<file path="config.mk">
export PLATFORM = sky130hd
export DESIGN_NAME = cr_tcipif_master
export DESIGN_NICKNAME = d
export VERILOG_FILES = /design/src/rtl/cr_tcipif_pkg.sv /design/src/rtl/cr_tcipif_timeout_cnt.sv /design/src/rtl/cr_tcipif_master.sv
export SDC_FILE = /design/constraint.sdc
export NUM_CORES = 1
export LEC_CHECK = 0
export BUFFER_PORTS_ARGS = -buffer_cell sky130_fd_sc_hd__buf_4
export CORE_MARGIN = 1.5
export CORE_UTILIZATION = 51
export CTS_CLUSTER_DIAMETER = 40
export DETAILED_ROUTE_END_ITERATION = 8
export HOLD_SLACK_MARGIN = 0.06
export PLACE_DENSITY = 0.85
export RECOVER_POWER = 50
export SYNTH_ARGS = -nofsm -noshare
export SYNTH_HDL_FRONTEND = slang
export SYNTH_HIERARCHICAL = 1
export SYNTH_SLANG_ARGS = --single-unit
</file>
<file path="constraint.sdc">
create_clock -name forever_cpuclk -period 7.4 [get_ports forever_cpuclk]
set_clock_uncertainty 0.2 [all_clocks]
set_input_delay 0.74 -clock forever_cpuclk [delete_from_list [all_inputs] [get_ports forever_cpuclk]]
set_output_delay 0.74 -clock forever_cpuclk [all_outputs]
set_load 0.02 [all_outputs]
</file>
<file path="src/rtl/cr_tcipif_pkg.sv">
// Shared encodings and defaults for the tcipif register-bus initiator.
package cr_tcipif_pkg;

  typedef enum logic [1:0] {
    IDLE = 2'b00,
    BUSY = 2'b01,
    RESP = 2'b10
  } state_t;

  localparam int DEF_ADDR_W      = 16;
  localparam int DEF_TIMEOUT_CYC = 255;
  localparam int DEF_CNT_W       = 16;

  localparam logic ERR_NONE     = 1'b0;
  localparam logic ERR_MISALIGN = 1'b1;
  localparam logic ERR_TIMEOUT  = 1'b1;

  // Only word accesses exist on this bus; any nonzero byte offset is rejected.
  function automatic logic is_misaligned(input logic [1:0] lsb);
    return lsb != 2'b00;
  endfunction

endpackage

</file>
<file path="src/rtl/cr_tcipif_timeout_cnt.sv">
// Saturating busy-cycle counter; expire is registered so it is high during
// the cycle in which the count equals TIMEOUT_CYC-1.
module cr_tcipif_timeout_cnt #(
  parameter int CNT_W       = 16,
  parameter int TIMEOUT_CYC = 255
) (
  input  logic clk,
  input  logic rst,
  input  logic clr,
  input  logic en,
  output logic expire
);

  localparam logic [CNT_W-1:0] LAST = CNT_W'(TIMEOUT_CYC - 1);

  logic [CNT_W-1:0] cnt;
  logic [CNT_W-1:0] cnt_nxt;

  always_comb begin
    cnt_nxt = cnt;
    if (clr) begin
      cnt_nxt = '0;
    end else if (en && (cnt != '1)) begin
      cnt_nxt = cnt + 1'b1;
    end
  end

  // Comparing the next value keeps expire aligned with the live count.
  always_ff @(posedge clk or posedge rst) begin
    if (rst) begin
      cnt    <= '0;
      expire <= 1'b0;
    end else begin
      cnt    <= cnt_nxt;
      expire <= (cnt_nxt == LAST);
    end
  end

endmodule

</file>
<file path="src/rtl/cr_tcipif_master.sv">
// tcipif initiator: one outstanding BIU access at a time, with misalignment
// rejection and a completion timeout toward the CLINT responder.
module cr_tcipif_master
  import cr_tcipif_pkg::*;
#(
  parameter int ADDR_W      = DEF_ADDR_W,
  parameter int TIMEOUT_CYC = DEF_TIMEOUT_CYC,
  parameter int CNT_W       = DEF_CNT_W
) (
  input  logic              forever_cpuclk,
  input  logic              cpurst,
  input  logic              biu_tcipif_req,
  input  logic [ADDR_W-1:0] biu_tcipif_addr,
  input  logic              biu_tcipif_write,
  input  logic [31:0]       biu_tcipif_wdata,
  output logic              tcipif_biu_gnt,
  output logic              tcipif_biu_rsp_vld,
  output logic [31:0]       tcipif_biu_rdata,
  output logic              tcipif_biu_err,
  output logic              tcipif_clint_sel,
  output logic [ADDR_W-1:0] tcipif_clint_addr,
  output logic              tcipif_clint_write,
  output logic [31:0]       tcipif_clint_wdata,
  input  logic              clint_tcipif_cmplt,
  input  logic [31:0]       clint_tcipif_rdata
);

  state_t            state;
  state_t            state_nxt;
  logic              sel_nxt;
  logic [ADDR_W-1:0] addr_nxt;
  logic              write_nxt;
  logic [31:0]       wdata_nxt;
  logic [31:0]       rdata_nxt;
  logic              err_nxt;
  logic              cnt_clr;
  logic              cnt_en;
  logic              expire;
  logic              accept;

  assign tcipif_biu_gnt     = (state == IDLE);
  assign tcipif_biu_rsp_vld = (state == RESP);
  assign accept             = biu_tcipif_req && tcipif_biu_gnt;

  cr_tcipif_timeout_cnt #(
    .CNT_W       (CNT_W),
    .TIMEOUT_CYC (TIMEOUT_CYC)
  ) u_timeout_cnt (
    .clk    (forever_cpuclk),
    .rst    (cpurst),
    .clr    (cnt_clr),
    .en     (cnt_en),
    .expire (expire)
  );

  // Bus and response registers default to zero, so they only carry values
  // while an access is in BUSY or its response is in RESP.
  always_comb begin
    state_nxt = state;
    sel_nxt   = 1'b0;
    addr_nxt  = '0;
    write_nxt = 1'b0;
    wdata_nxt = '0;
    rdata_nxt = '0;
    err_nxt   = ERR_NONE;
    cnt_clr   = 1'b0;
    cnt_en    = 1'b0;

    case (state)
      IDLE: begin
        if (accept) begin
          cnt_clr = 1'b1;
          if (is_misaligned(biu_tcipif_addr[1:0])) begin
            state_nxt = RESP;
            err_nxt   = ERR_MISALIGN;
          end else begin
            state_nxt = BUSY;
            sel_nxt   = 1'b1;
            addr_nxt  = biu_tcipif_addr;
            write_nxt = biu_tcipif_write;
            wdata_nxt = biu_tcipif_wdata;
          end
        end
      end

      // sel gates the responder clock, so it is held until the exact exit cycle.
      BUSY: begin
        if (clint_tcipif_cmplt) begin
          state_nxt = RESP;
          err_nxt   = ERR_NONE;
          rdata_nxt = tcipif_clint_write ? 32'h0 : clint_tcipif_rdata;
        end else begin
          cnt_en = 1'b1;
          if (expire) begin
            state_nxt = RESP;
            err_nxt   = ERR_TIMEOUT;
          end else begin
            sel_nxt   = 1'b1;
            addr_nxt  = tcipif_clint_addr;
            write_nxt = tcipif_clint_write;
            wdata_nxt = tcipif_clint_wdata;
          end
        end
      end

      RESP: begin
        state_nxt = IDLE;
      end

      default: begin
        state_nxt = IDLE;
      end
    endcase
  end

  always_ff @(posedge forever_cpuclk or posedge cpurst) begin
    if (cpurst) begin
      state              <= IDLE;
      tcipif_clint_sel   <= 1'b0;
      tcipif_clint_addr  <= '0;
      tcipif_clint_write <= 1'b0;
      tcipif_clint_wdata <= '0;
      tcipif_biu_rdata   <= '0;
      tcipif_biu_err     <= 1'b0;
    end else begin
      state              <= state_nxt;
      tcipif_clint_sel   <= sel_nxt;
      tcipif_clint_addr  <= addr_nxt;
      tcipif_clint_write <= write_nxt;
      tcipif_clint_wdata <= wdata_nxt;
      tcipif_biu_rdata   <= rdata_nxt;
      tcipif_biu_err     <= err_nxt;
    end
  end

endmodule

</file>
==> Yosys cells after proc, flatten, opt, wreduce, memory -nomap -nowiden <==
Cells that the tools add are included.
Widths: inputs -> output; s select.
{ "word_totals": {"ff_bits": 102, "inputBits": 85, "output_inout_bits": 85, "word_cells": 60} }
{ "classes": {"add_sub_neg": 1, "n_eq_ne": 6, "mux": 39, "reduce_logical": 5} }
{ "op_table": {"columns": ["cell", "count"], "rows": [
  ["$mux 32", 7],
  ["$mux 16", 6],
  ["$pmux 32 s2", 1],
  ["$pmux 16 s2", 1],
  ["$add 16x1->16 const B", 1],
  ["$eq 16x8->1 const B", 1],
  ["$mux 1", 16],
  ["$ne 16x16->1 const B", 1],
  ["$mux 2", 4],
  ["$pmux 1 s2", 3],
  ["$pmux 2 s2", 1],
  ["$ne 3x2->1 const B", 1],
  ["$eq 2x1->1 const B", 1],
  ["$eq 2x2->1 const B", 1],
  ["$logic_and 1x1->1", 2],
  ["$logic_not 2->1", 1],
  ["$ne 2x1->1 const B", 1],
  ["$reduce_and 2->1", 1],
  ["$reduce_bool 2->1", 1]
]} }

==> Logic depth before layout (Yosys ltp) <==
{ "depth": {"ltp_word": 6, "mapped_depth": 8, "depth_no_buf": 8} }

==> Hierarchy <==
The synthesis kept the hierarchy.
{ "modules_own_cells": {"columns": ["mod", "n_inst", "cells_each", "area_each_um2", "seq_area_each_um2"], "rows": [
  ["cr_tcipif_master", 1, 196, 2937.8, 2127.0],
  ["cr_tcipif_timeout_cnt", 1, 109, 1051.0, 425.4]
]} }

==> Worst setup path before layout <==
Ideal clock, no wire load.
{ "synth_path": {"path_type": "input port to flip-flop", "startpoint": "input port clint_tcipif_cmplt", "endpoint": "register u_timeout_cnt.expire", "setup_time_ns": 0.101, "arrival_ns": 2.418, "required_ns": 7.099, "path_slack_ns": 4.681, "stages": 7, "n_path_buf": 0, "cell_sequence": "nor2_1 -> and4_2 -> nand3_1 -> or3b_2 -> xor2_1 -> a21oi_1 -> nor4_1"} }
{ "synth_via": {"elab_chain_cells": 6} }
{ "synth_rtl": {"columns": ["item", "line", "source"], "rows": [
  ["start: declaration", "cr_tcipif_master.sv:24", "input logic clint_tcipif_cmplt,"],
  ["$mux 1", "cr_tcipif_master.sv:88", "if (clint_tcipif_cmplt) begin"],
  ["$mux 1", "cr_tcipif_master.sv:69", "case (state)"],
  ["$logic_and 1x1->1", "cr_tcipif_timeout_cnt.sv:23", "end else if (en && (cnt != '1)) begin"],
  ["$mux 16", "cr_tcipif_timeout_cnt.sv:23", null],
  ["$mux 16", "cr_tcipif_timeout_cnt.sv:21", "if (clr) begin"],
  ["$eq 16x8->1", "cr_tcipif_timeout_cnt.sv:35", "expire <= (cnt_nxt == LAST);"],
  ["end signal: assignment", "cr_tcipif_timeout_cnt.sv:35", null],
  ["end: declaration", "cr_tcipif_timeout_cnt.sv:11", "output logic expire"]
]} }
Every way passes these cells.
A chain may end at the register's enable or synchronous reset.

==> impl_metrics.ini <==
[worst_setup_path]
worstPathRequired_ns = 6.99
endpoint_kind = async pin
crit_start = cpurst
cp_max_fo = 61
arrival_ns = 3.80
path_class = input port to async pin
crit_end = tcipif_clint_addr[12]$_DFFE_PP0P_
reg2regPathDepth = 4
cp-start-kind = input port
r2r_end = tcipif_clint_wdata[19]$_DFFE_PP0P_
reg2reg_from = state[1]$_DFFE_PP0P_
ff2ff_setup_slack_ns = 4.33

[yosys]
ys_seq_area_share_pct = 64.0
ys_async_sr_fraction_pct = 100
synthCells = 305
yosysWarnings = 6
synth.distinct_cells = 47
avgSynthCellArea_um2 = 13.1
syn-num-nets = 391
synth_largest_area_cell = dfrtp_1
synth-seq-cells = 102
synth_area_um2 = 3990
ys.flop_type = dfrtp_1
netlist_top_cells_area = dfrtp_1 64%, a22o_1 10%, and2_1 5.3%
synth_top_cell_area_share_pct = 64.0
synth_enable_flop_cells = 0

[cts]
cts_setup_buffers = 0
clkSinkCount = 102
cts_max_path_buffers = 2
clk_latency_ns = 0.36
cts_resized = 0
h-tree-depth = 3
cts_root_buf = clkbuf_8
postCtsHoldBufs = 0
clk_pin_slew_ns = 0.10
cts_made_buffers = 9
cts_tree = yes

[power_and_ir_drop]
cell_internal_pwr_uw = 787
power_frac_clock_pct = 34.1
p_per_area_nw_per_um2 = 197
switchingPower_uw = 277
swShare_pct = 26.0
comb_power_share_pct = 11.3
pwr-share-seq_pct = 54.6
peakVddDrop_mv = 0.117
power_mw = 1.06
leakage_nw = 2.73

[placement]
io_buffers = 169
hpwlAfterDp_um = 7450
dp_slack_ns = 4.27
routabilityCongestion = 0.886

[route]
routed_wl_um = 10200
wl_per_cell_um = 17.5
drt_iter0_drc = 204
first_pass_iters = 4
via_per_inst = 5.45
drc = 0
via_count = 3166
ant_nets = 0

[floorplan]
die_h_um = 91.4
io_pins = 170
initial_core_util_pct = 52.2
dieWidth_um = 91.4
die-area_um2 = 8360
num_rows = 32
core-area_um2 = 7650

[sta]
tns_ns = 0
finalCritPeriodShare_pct = 56.9
fmax_mhz = 238
period_needed_ns = 4.21
hold_viol = 0
fin_ws_ns = 3.19
max-slew-margin-rel_pct = -107
worst_pin_slew_ns = 3.11
rsz0062_at_grt = no
setup_viol = 0
drv_slew = 115

[grt]
track_usage_pct = 25.2
grt_pass1_vias = 3276
grt_pass1_wl_um = 16100
grt_overflow_total = 0
grt_max_degree = 62
antenna_found_initial = 0

[min_path]
hp-class = input port to async pin

[final_layout]
syn_to_final_growth_pct = 35.3
final_nets = 560
drive_gt1_share_pct = 35.1
diodes = 0

[status]
outcome = finished with violations
violations = max-capacitance violations, max-slew violations

[flow_run]
max_cap_violations = 2
[registers in the layout, summed over array words and instances (netlist names)]
name / cells
tcipif_clint_wdata: 32
tcipif_biu_rdata: 32
tcipif_clint_addr: 16
tcipif_clint_write: 1
tcipif_clint_sel: 1
u_timeout_cnt/expire: 1
tcipif_biu_err: 1
u_timeout_cnt/cnt: 16
state: 2
[power groups by stage]
stage               clock [mW]  combinational, mW  sequential [mW]
floorplan                    0             0.0404            0.607
global route             0.391              0.129            0.583
CTS                      0.367              0.127            0.581
detailed placement           0              0.127            0.592
global placement             0              0.124            0.591
finish                   0.363              0.120            0.581
[layout make-up]
cell class              count  area, um^2
repair buffers            174        1160
multi-input cells         183        1340
clock buffers               9         124
clock inverters             7        78.8
inverters                   4        16.3
well taps                 102         128
fillers                   552        2250
flip-flops and latches    102        2550
[cells in the final DEF (no fill, tap or decap), types with 2 or more instances in the layout]
master,instances
clkbuf_8,9
or3_2,2
xnor2_1,3
nand3b_1,3
and2_1,15
clkinvlp_4,2
a211oi_1,2
inv_6,2
dfrtp_1,102
or2_1,2
and3_1,4
nand2_1,7
and4_1,4
o21ai_0,5
inv_1,3
nand4_1,2
and2_0,19
a22o_1,47
and4_2,2
nor3_1,5
nor2_1,15
buf_4,136
a21oi_1,9
nor4_1,2
nand4_2,2
xor2_1,3
nand3_1,8
clkbuf_1,38
[layer usage]
metal	wire, um	up-vias	global-route usage [%]
li1	-	1442	-
met1	3820	1558	29.7
met2	5260	135	42.6
met3	730	31	5.95
met4	374	0	13.2
met5	0	-	0
[critical path: stages]
cell and delay [ns]:
clkbuf_1 0.09, clkinvlp_2 0.68, clkbuf_1 2.27
[cells in the mapped netlist, drive strengths merged, types with 4 or more instances]
cell	number
dfrtp	102
a22o	47
and2	34
nor2	15
buf	12
a21oi	9
nand3	8
nand2	7
and4	6
nor3	6
nand4	5
o21ai	5
and3	4
inv	4
[how the worst min path moves through the flow]
stage	startpoint	endpoint	slack (ns)	depth (start not counted)
2_1_floorplan	state[1]$_DFFE_PP0P_	tcipif_biu_err$_DFF_PP0_	0.28	1
3_3_place_gp	tcipif_clint_addr[1]$_DFFE_PP0P_	tcipif_clint_addr[1]$_DFFE_PP0P_	0.27	1
3_5_place_dp	tcipif_clint_addr[0]$_DFFE_PP0P_	tcipif_clint_addr[0]$_DFFE_PP0P_	0.28	1
4_1_cts	cpurst	tcipif_clint_addr[8]$_DFFE_PP0P_	0.18	2
5_1_grt	cpurst	u_timeout_cnt/cnt[5]$_DFF_PP0_	0.30	2
6_report	cpurst	u_timeout_cnt/cnt[0]$_DFF_PP0_	0.25	2
[through the flow]
step	area, um^2	hold WS, ns	std cells	utilization [%]
2_1_floorplan	3990	0.280	305	-
3_3_place_gp	5340	0.274	565	69.9
3_5_place_dp	5340	0.275	565	69.9
4_1_cts	5550	0.180	581	72.5
5_1_grt	5400	0.302	581	70.6
6_report	5400	0.252	581	70.6
[cells by family (layout without fill, tap and decap cells)]
| kind of cell | Yosys count | after routing | synth area share, % |
|---|---|---|---|
| multiplexers | 1 | 1 | 0.251 |
| adder cells (fa/ha/maj) | 1 | 1 | 0.314 |
| XOR/XNOR | 6 | 6 | 1.32 |
| flip-flops | 102 | 102 | 64.0 |
| AND/OR/NAND/NOR | 104 | 104 | 16.8 |
| AO/OA/AOI/OAI | 71 | 71 | 14.6 |
| buffers and inverters | 20 | 194 | 2.73 |
Note: power is estimated with default switching activity, not from simulation.
